$ cat config.mk
export PLATFORM = sky130hd
export DESIGN_NAME = sdram_word_adapter
export DESIGN_NICKNAME = d
export VERILOG_FILES = /design/src/rtl/sdram_word_adapter_pkg.sv /design/src/rtl/sdram_word_adapter.sv
export SDC_FILE = /design/constraint.sdc
export NUM_CORES = 1
export LEC_CHECK = 0
export CAP_MARGIN = 20
export CORE_MARGIN = 8
export CORE_UTILIZATION = 25
export DETAILED_ROUTE_END_ITERATION = 8
export PLACE_DENSITY = 0.52
export SYNTH_ARGS = -nofsm -noshare
export SYNTH_HDL_FRONTEND = slang
export SYNTH_SLANG_ARGS = --single-unit
$ cat constraint.sdc
create_clock -name clk -period 2.23 [get_ports clk]
set_clock_uncertainty 0.05 [all_clocks]
set_input_delay 0.446 -clock clk [delete_from_list [all_inputs] [get_ports clk]]
set_output_delay 0.446 -clock clk [all_outputs]
set_load 0.02 [all_outputs]
$ cat src/rtl/sdram_word_adapter_pkg.sv
// sdram_word_adapter_pkg: shared states and the next-enabled-byte search for the word adapter.
package sdram_word_adapter_pkg;

    localparam int BYTES_PER_WORD = 4;

    localparam logic [2:0] S_IDLE    = 3'd0;
    localparam logic [2:0] S_SCAN    = 3'd1;
    localparam logic [2:0] S_ISSUE   = 3'd2;
    localparam logic [2:0] S_WAIT_RD = 3'd3;
    localparam logic [2:0] S_DONE    = 3'd4;

    // Lowest enabled byte at or above 'from'; 4 means none left.
    function automatic logic [2:0] next_byte(input logic [3:0] be, input logic [2:0] from);
        next_byte = 3'd4;
        for (int k = BYTES_PER_WORD - 1; k >= 0; k--)
            if (be[k] && 3'(k) >= from) next_byte = 3'(k);
    endfunction

endpackage

$ cat src/rtl/sdram_word_adapter.sv
// sdram_word_adapter: splits 32-bit word requests with byte enables into byte accesses
// on the SDRAM controller port and gathers read bytes into one word response.
module sdram_word_adapter
    import sdram_word_adapter_pkg::*;
#(
    parameter int ADDR_DEPTH = 25,
    parameter int TIMEOUT    = 64
) (
    input  logic                  clk,
    input  logic                  rst,
    input  logic                  req_valid,
    output logic                  req_ready,
    input  logic                  req_we,
    input  logic [ADDR_DEPTH-3:0] req_addr,
    input  logic [31:0]           req_wdata,
    input  logic [3:0]            req_be,
    output logic                  resp_valid,
    output logic [31:0]           resp_rdata,
    output logic                  resp_err,
    output logic [ADDR_DEPTH-1:0] ctrl_addr,
    output logic [7:0]            ctrl_data_wr,
    output logic                  ctrl_wr,
    output logic                  ctrl_rd,
    input  logic                  ctrl_rdy,
    input  logic                  ctrl_val,
    input  logic [7:0]            ctrl_data_rd
);

    localparam int TW = (TIMEOUT > 1) ? $clog2(TIMEOUT) : 1;

    logic [2:0]            state_q, state_d;
    logic                  we_q, we_d;
    logic [ADDR_DEPTH-3:0] addr_q, addr_d;
    logic [31:0]           wdata_q, wdata_d;
    logic [3:0]            be_q, be_d;
    logic [2:0]            idx_q, idx_d;
    logic [31:0]           lane_q, lane_d;
    logic                  err_q, err_d;
    logic [TW-1:0]         timer_q, timer_d;
    logic [31:0]           rdata_q, rdata_d;

    always_comb begin
        state_d = state_q;
        we_d    = we_q;
        addr_d  = addr_q;
        wdata_d = wdata_q;
        be_d    = be_q;
        idx_d   = idx_q;
        lane_d  = lane_q;
        err_d   = err_q;
        timer_d = timer_q;
        rdata_d = rdata_q;
        case (state_q)
            S_IDLE: if (req_valid) begin
                state_d = S_SCAN;
                we_d    = req_we;
                addr_d  = req_addr;
                wdata_d = req_wdata;
                be_d    = req_be;
                idx_d   = 3'd0;
                lane_d  = 32'd0;
                err_d   = 1'b0;
            end
            S_SCAN: begin
                idx_d   = next_byte(be_q, idx_q);
                state_d = idx_d[2] ? S_DONE : S_ISSUE;
            end
            S_ISSUE: if (ctrl_rdy) begin
                timer_d = '0;
                idx_d   = we_q ? idx_q + 3'd1 : idx_q;
                state_d = we_q ? S_SCAN : S_WAIT_RD;
            end
            S_WAIT_RD: if (ctrl_val) begin
                lane_d[{idx_q[1:0], 3'b000} +: 8] = ctrl_data_rd;
                idx_d   = idx_q + 3'd1;
                state_d = S_SCAN;
            end else if (timer_q == TW'(TIMEOUT - 1)) begin
                err_d   = 1'b1;
                idx_d   = idx_q + 3'd1;
                state_d = S_SCAN;
            end else begin
                timer_d = timer_q + 1'b1;
            end
            S_DONE: begin
                state_d = S_IDLE;
                rdata_d = we_q ? rdata_q : lane_q;
            end
            default: state_d = S_IDLE;
        endcase
    end

    always_ff @(posedge clk) begin
        if (rst) begin
            state_q <= S_IDLE;
            we_q    <= 1'b0;
            addr_q  <= '0;
            wdata_q <= '0;
            be_q    <= '0;
            idx_q   <= '0;
            lane_q  <= '0;
            err_q   <= 1'b0;
            timer_q <= '0;
            rdata_q <= '0;
        end else begin
            state_q <= state_d;
            we_q    <= we_d;
            addr_q  <= addr_d;
            wdata_q <= wdata_d;
            be_q    <= be_d;
            idx_q   <= idx_d;
            lane_q  <= lane_d;
            err_q   <= err_d;
            timer_q <= timer_d;
            rdata_q <= rdata_d;
        end
    end

    assign req_ready    = state_q == S_IDLE;
    assign resp_valid   = state_q == S_DONE && !we_q;
    assign resp_rdata   = resp_valid ? lane_q : rdata_q;
    assign resp_err     = resp_valid && err_q;
    assign ctrl_wr      = state_q == S_ISSUE && we_q;
    assign ctrl_rd      = state_q == S_ISSUE && !we_q;
    assign ctrl_addr    = {addr_q, idx_q[1:0]};
    assign ctrl_data_wr = wdata_q[{idx_q[1:0], 3'b000} +: 8];

endmodule

Word-level counts from Yosys, hierarchy flattened

Cells that the tools add are included.

Register bits: 137
Input bits: 73
Output and inout port bits: 70
Logic and storage cells: 85

Add/sub/neg operators: 3
Magnitude comparators: 4
Equality and inequality tests: 13
Shifts and indexed selects: 3
Muxes and demuxes: 31
Bitwise logic cells: 1
Reduce and logical (&&, ||, !) cells: 20

Operator list:

| kind                     | count |
|---|---|
| $mux W32                 | 3 |
| $pmux W32 S2             | 1 |
| $mux W3                  | 15 |
| $bwmux W32               | 1 |
| $shift A8 B7 Y32 const A | 1 |
| $shiftx A32 B6 Y8        | 1 |
| $shiftx A8 B7 Y32        | 1 |
| $pmux W3 S4              | 2 |
| $mux W6                  | 3 |
| $ne A2 B2 Y1 const B     | 7 |
| $pmux W6 S2              | 1 |
| $logic_and A1 B1 Y1      | 8 |
| $reduce_and A4 Y1        | 2 |
| $neg A5 Y7               | 1 |
| $add A6 B1 Y6 const B    | 1 |
| $eq A3 B2 Y1 const B     | 2 |
| $eq A6 B6 Y1 const B     | 1 |
| $ge A1 B3 Y1 const A     | 2 |
| $ge A2 B3 Y1 const A     | 2 |
| $reduce_and A3 Y1        | 2 |
| $reduce_and A5 Y1        | 1 |
| $reduce_and A2 Y1        | 2 |
| $reduce_bool A2 Y1       | 2 |
| $reduce_bool A4 Y1       | 1 |
| other kinds (10)         | 12 |

Depth between registers and ports, before layout

Depth after elaboration: 9
Mapped depth: 8
Depth with buffers taken out: 7

Worst setup path after synthesis

OpenSTA, ideal clock, no wires.

Path type: reg2out
Start point: register state_q[1]
End point: output resp_rdata[20]
Arrival time: 1,601 ps
Setup slack: 133 ps
Cell stages (with the launch flop): 5
Cell sequence: dfxtp_1 > buf_2 > nor4b_4 > buf_2 > mux2_2

Longest elaborated chain between the ends: 3

RTL lines:

| what                   | line                      | text |
|---|---|---|
| from (decl)            | sdram_word_adapter.sv:31  | `logic [2:0] state_q, state_d;` |
| from (signal assigned) | sdram_word_adapter.sv:105 | `state_q <= state_d;` |
| $eq A3 B3 Y1           | sdram_word_adapter.sv:119 | `assign resp_valid = state_q == S_DONE && !we_q;` |
| $logic_and A1 B1 Y1    | sdram_word_adapter.sv:119 |  |
| named net resp_valid   | sdram_word_adapter.sv:17  | `output logic resp_valid,` |
| $mux W32               | sdram_word_adapter.sv:120 | `assign resp_rdata = resp_valid ? lane_q : rdata_q;` |
| to (decl)              | sdram_word_adapter.sv:18  | `output logic [31:0] resp_rdata,` |

The timed path passes the listed nets, and every way through them passes these cells.

Worst setup path in the final report

Start point: register we_q
End point: output resp_rdata[27]

Longest elaborated chain between the ends: 3

RTL lines:

| what                   | line                      | text |
|---|---|---|
| from (decl)            | sdram_word_adapter.sv:32  | `logic we_q, we_d;` |
| from (signal assigned) | sdram_word_adapter.sv:106 | `we_q <= we_d;` |
| $logic_not A1 Y1       | sdram_word_adapter.sv:119 |  |
| $logic_and A1 B1 Y1    | sdram_word_adapter.sv:119 |  |
| $mux W32               | sdram_word_adapter.sv:120 |  |

No other way between the ends.

==> results.ini <==
[outcome]
status = complete, but fails checks
violations = setup timing

[timing]
fin_crit_ps = 2390
worstMarginPinSlew_ps = 574.4
max_slew_margin_pct = 61.45
clock.fmax_mhz = 418.3
rsz0062_at_grt = yes
setup_slack_ps = -160.4
slew_violations = 0
finalHoldViolCount = 0
fin_setup_tns_ps = -3572
period_share_pct = 107.2
setup-violations-final = 32

[power]
switchingPower_uw = 1780
p_int_uw = 4837
p_leak_uw = 0.003282
powerDensity_mw_per_mm2 = 794.7
ir_drop_v = 0.0005108
switching_share_pct = 26.90
p_comb_share_pct = 15.9
pwr-share-clk_pct = 44.6
p_seq_share_pct = 39.5

[critical_path]
startpoint_type = flip-flop
critical_path_class = reg2out
critical_path.max_fanout = 7
critPathLaunch = we_q
arrival_ps = 1890
required_ps = 1730
r2r-start = state_q[1]
setup.worst_path.end_class = output port

[clocking]
cts_hold_buf = 0
cts_tree = done
clk_pin_slew_ps = 60
cts_root_buf = clkbuf_16
clockBufferDepth = 2
clock_latency_ps = 410
cts_buffers = 17
htreeDepth = 4
clock-sinks = 137

[yosys]
synth_cell_types = 50
synth_edf_count = 0
synth_cells = 588
synth_most_common_cell = nand2_1
ys.flop_type = dfxtp_1
async_flop_share_pct = 0
syn_avg_cell_area_um2 = 9.412
syn_area_mm2 = 0.005534
ys_warn_count = 0
synth_area_leaders = dfxtp_1 (50%), nand2_1 (9.4%), a21oi_1 (6.7%)
yosys.area.top_type = dfxtp_1
ys_seq_area_share_pct = 49.56
synth_top_area_share_pct = 49.56
synth_nets = 668
ys_ff_latch = 137
synth_common_cells = nand2_1 (138), dfxtp_1 (137), a21oi_1 (74), nor2b_1 (37), mux2_2 (27)

[global_route]
overflow = 0
grt_pass1_vias = 4687
antenna_found_initial = 3
grt_max_degree = 60
grt_use_total_pct = 12.35
grt_pass1_wl_mm = 26.08

[finish]
n_antenna_cell = 0
finalNonFillerCells = 1045
syn_to_final_growth_pct = 50.44
nets = 832
drive_gt1_share_pct = 23.66

[die]
rows = 54
coreArea_mm2 = 0.02176
start_util_pct = 25.44
dieWidth_um = 164.8
die_area_mm2 = 0.02715
io_pins = 143
die_h_um = 164.8

[placed_design]
dp.final_hpwl_mm = 11.34
gp_congestion = 0.7498
dp.cells = 998
port_buffers = 142

[route]
routed_wirelength_mm = 16.64
routed_via_density = 4.456
final_antenna_net_count = 0
first_iter_violations = 149
route.detailed.drc = 0
wire_per_inst_um = 15.92
dr.pass1.iters = 4
vias = 4656

[min_path]
worstHoldStart = rst
hold_class = in2reg

[flow_run]
cap_violations = 0

==> worst max-delay path, cell delays in order (launching register included) <==
cell and delay (ps):
dfxtp_2 330, nor4b_4 280, buf_6 170, buf_12 120, buf_16 130, mux2_4 310
buf_6 130
==> kinds of logic after synthesis <==
group	Yosys count	share of synthesized area, %
AND/OR/NAND/NOR	230	19.83
flip-flops	137	49.56
AO/OA/AOI/OAI	126	14.58
buffers and inverters	42	3.708
multiplexers	41	9.948
adder cells (fa/ha/maj)	7	1.583
XOR/XNOR	5	0.7913
==> placed cells by master, fill, tap and decap left out, drive strengths merged, types with 2 or more instances in the layout <==
cell             n
xor2             5
nor3             6
nand2          139
and3             3
dfxtp          137
ha               7
clkinvlp         2
dlygate4sd2      3
a211oi           3
buf             85
o21ai            8
mux2            32
clkinv           5
nand3           10
and2             6
and4             2
bufinv           3
nor4b            3
a21oi           75
clkdlybuf4s50   95
a21o             2
o21a             4
a22o            24
nand4            3
mux4             8
nor2b           38
nor2            15
inv              7
clkbuf          19
==> registers in the layout, summed over array words and instances, names as in the netlist, 3 cells and up <==
register	flops
state_q	3
wdata_q	32
idx_q	3
timer_q	6
be_q	4
lane_q	32
addr_q	23
rdata_q	32
==> layer usage <==
metal | share of wire, % | vias up | wire length, µm | global-route usage [%]
met1 | 45 | 2162 | 7534 | 15.17
met2 | 44 | 126 | 7292 | 18.70
met4 | 1.2 | 6 | 206 | 3.849
met5 | 0.22 | - | 36 | 0
li1 | - | 2342 | - | -
met3 | 9.4 | 20 | 1568 | 5.982
==> path summary, 6_finish.rpt <==
| check | end | slack [ps] | depth (start not counted) |
|---|---|---|---|
| hold reg to reg | wdata_q[18] | 400 | 2 |
| setup / recovery | resp_rdata[27] | -160 | 6 |
| setup reg to reg | lane_q[17] | 200 | 7 |
| hold / removal | err_q | 350 | 2 |
==> repair_timing <==
action / 4_1_cts / 5_1_grt
pin swaps: 1 / 2
cloned: 3 / 0
gates resized for setup: 268 / 26
endpoints found under the setup margin: 45 / 37
setup buffers: 11 / 2
==> power groups by stage <==
stage | registers (µW) | logic, µW | clock network (µW)
final | 2610 | 1050 | 2950
after detailed placement | 2660 | 1050 | 0
after CTS | 2610 | 1070 | 3030
after floorplan | 2700 | 519 | 0
after global routing | 2620 | 1160 | 3150
after global placement | 2660 | 1060 | 0
==> per-stage QoR <==
step	hold WS [ps]	area, µm²	worst slack [ps]	utilization [%]	total power, µW
finish	354.0	8325	-160.4	38.27	6616
detailed placement	393.3	7391	-171.0	33.97	3719
floorplan	378.4	5534	133.3	-	3220
CTS	339.7	8259	-210.9	37.96	6717
global route	357.6	8325	-244.9	38.27	6936
global placement	389.3	7391	-166.1	33.97	3720
==> cell type report <==
cell class / instances / area (µm²)
tap: 280 / 350.3
clock inverter: 14 / 188.9
inverter: 3 / 11.26
timing repair buffer: 184 / 1882
fill: 2231 / 13430
clock buffer: 18 / 429.2
sequential: 137 / 2746
multi-input combinational: 409 / 2718
Power figures use the tool's default switching activity.
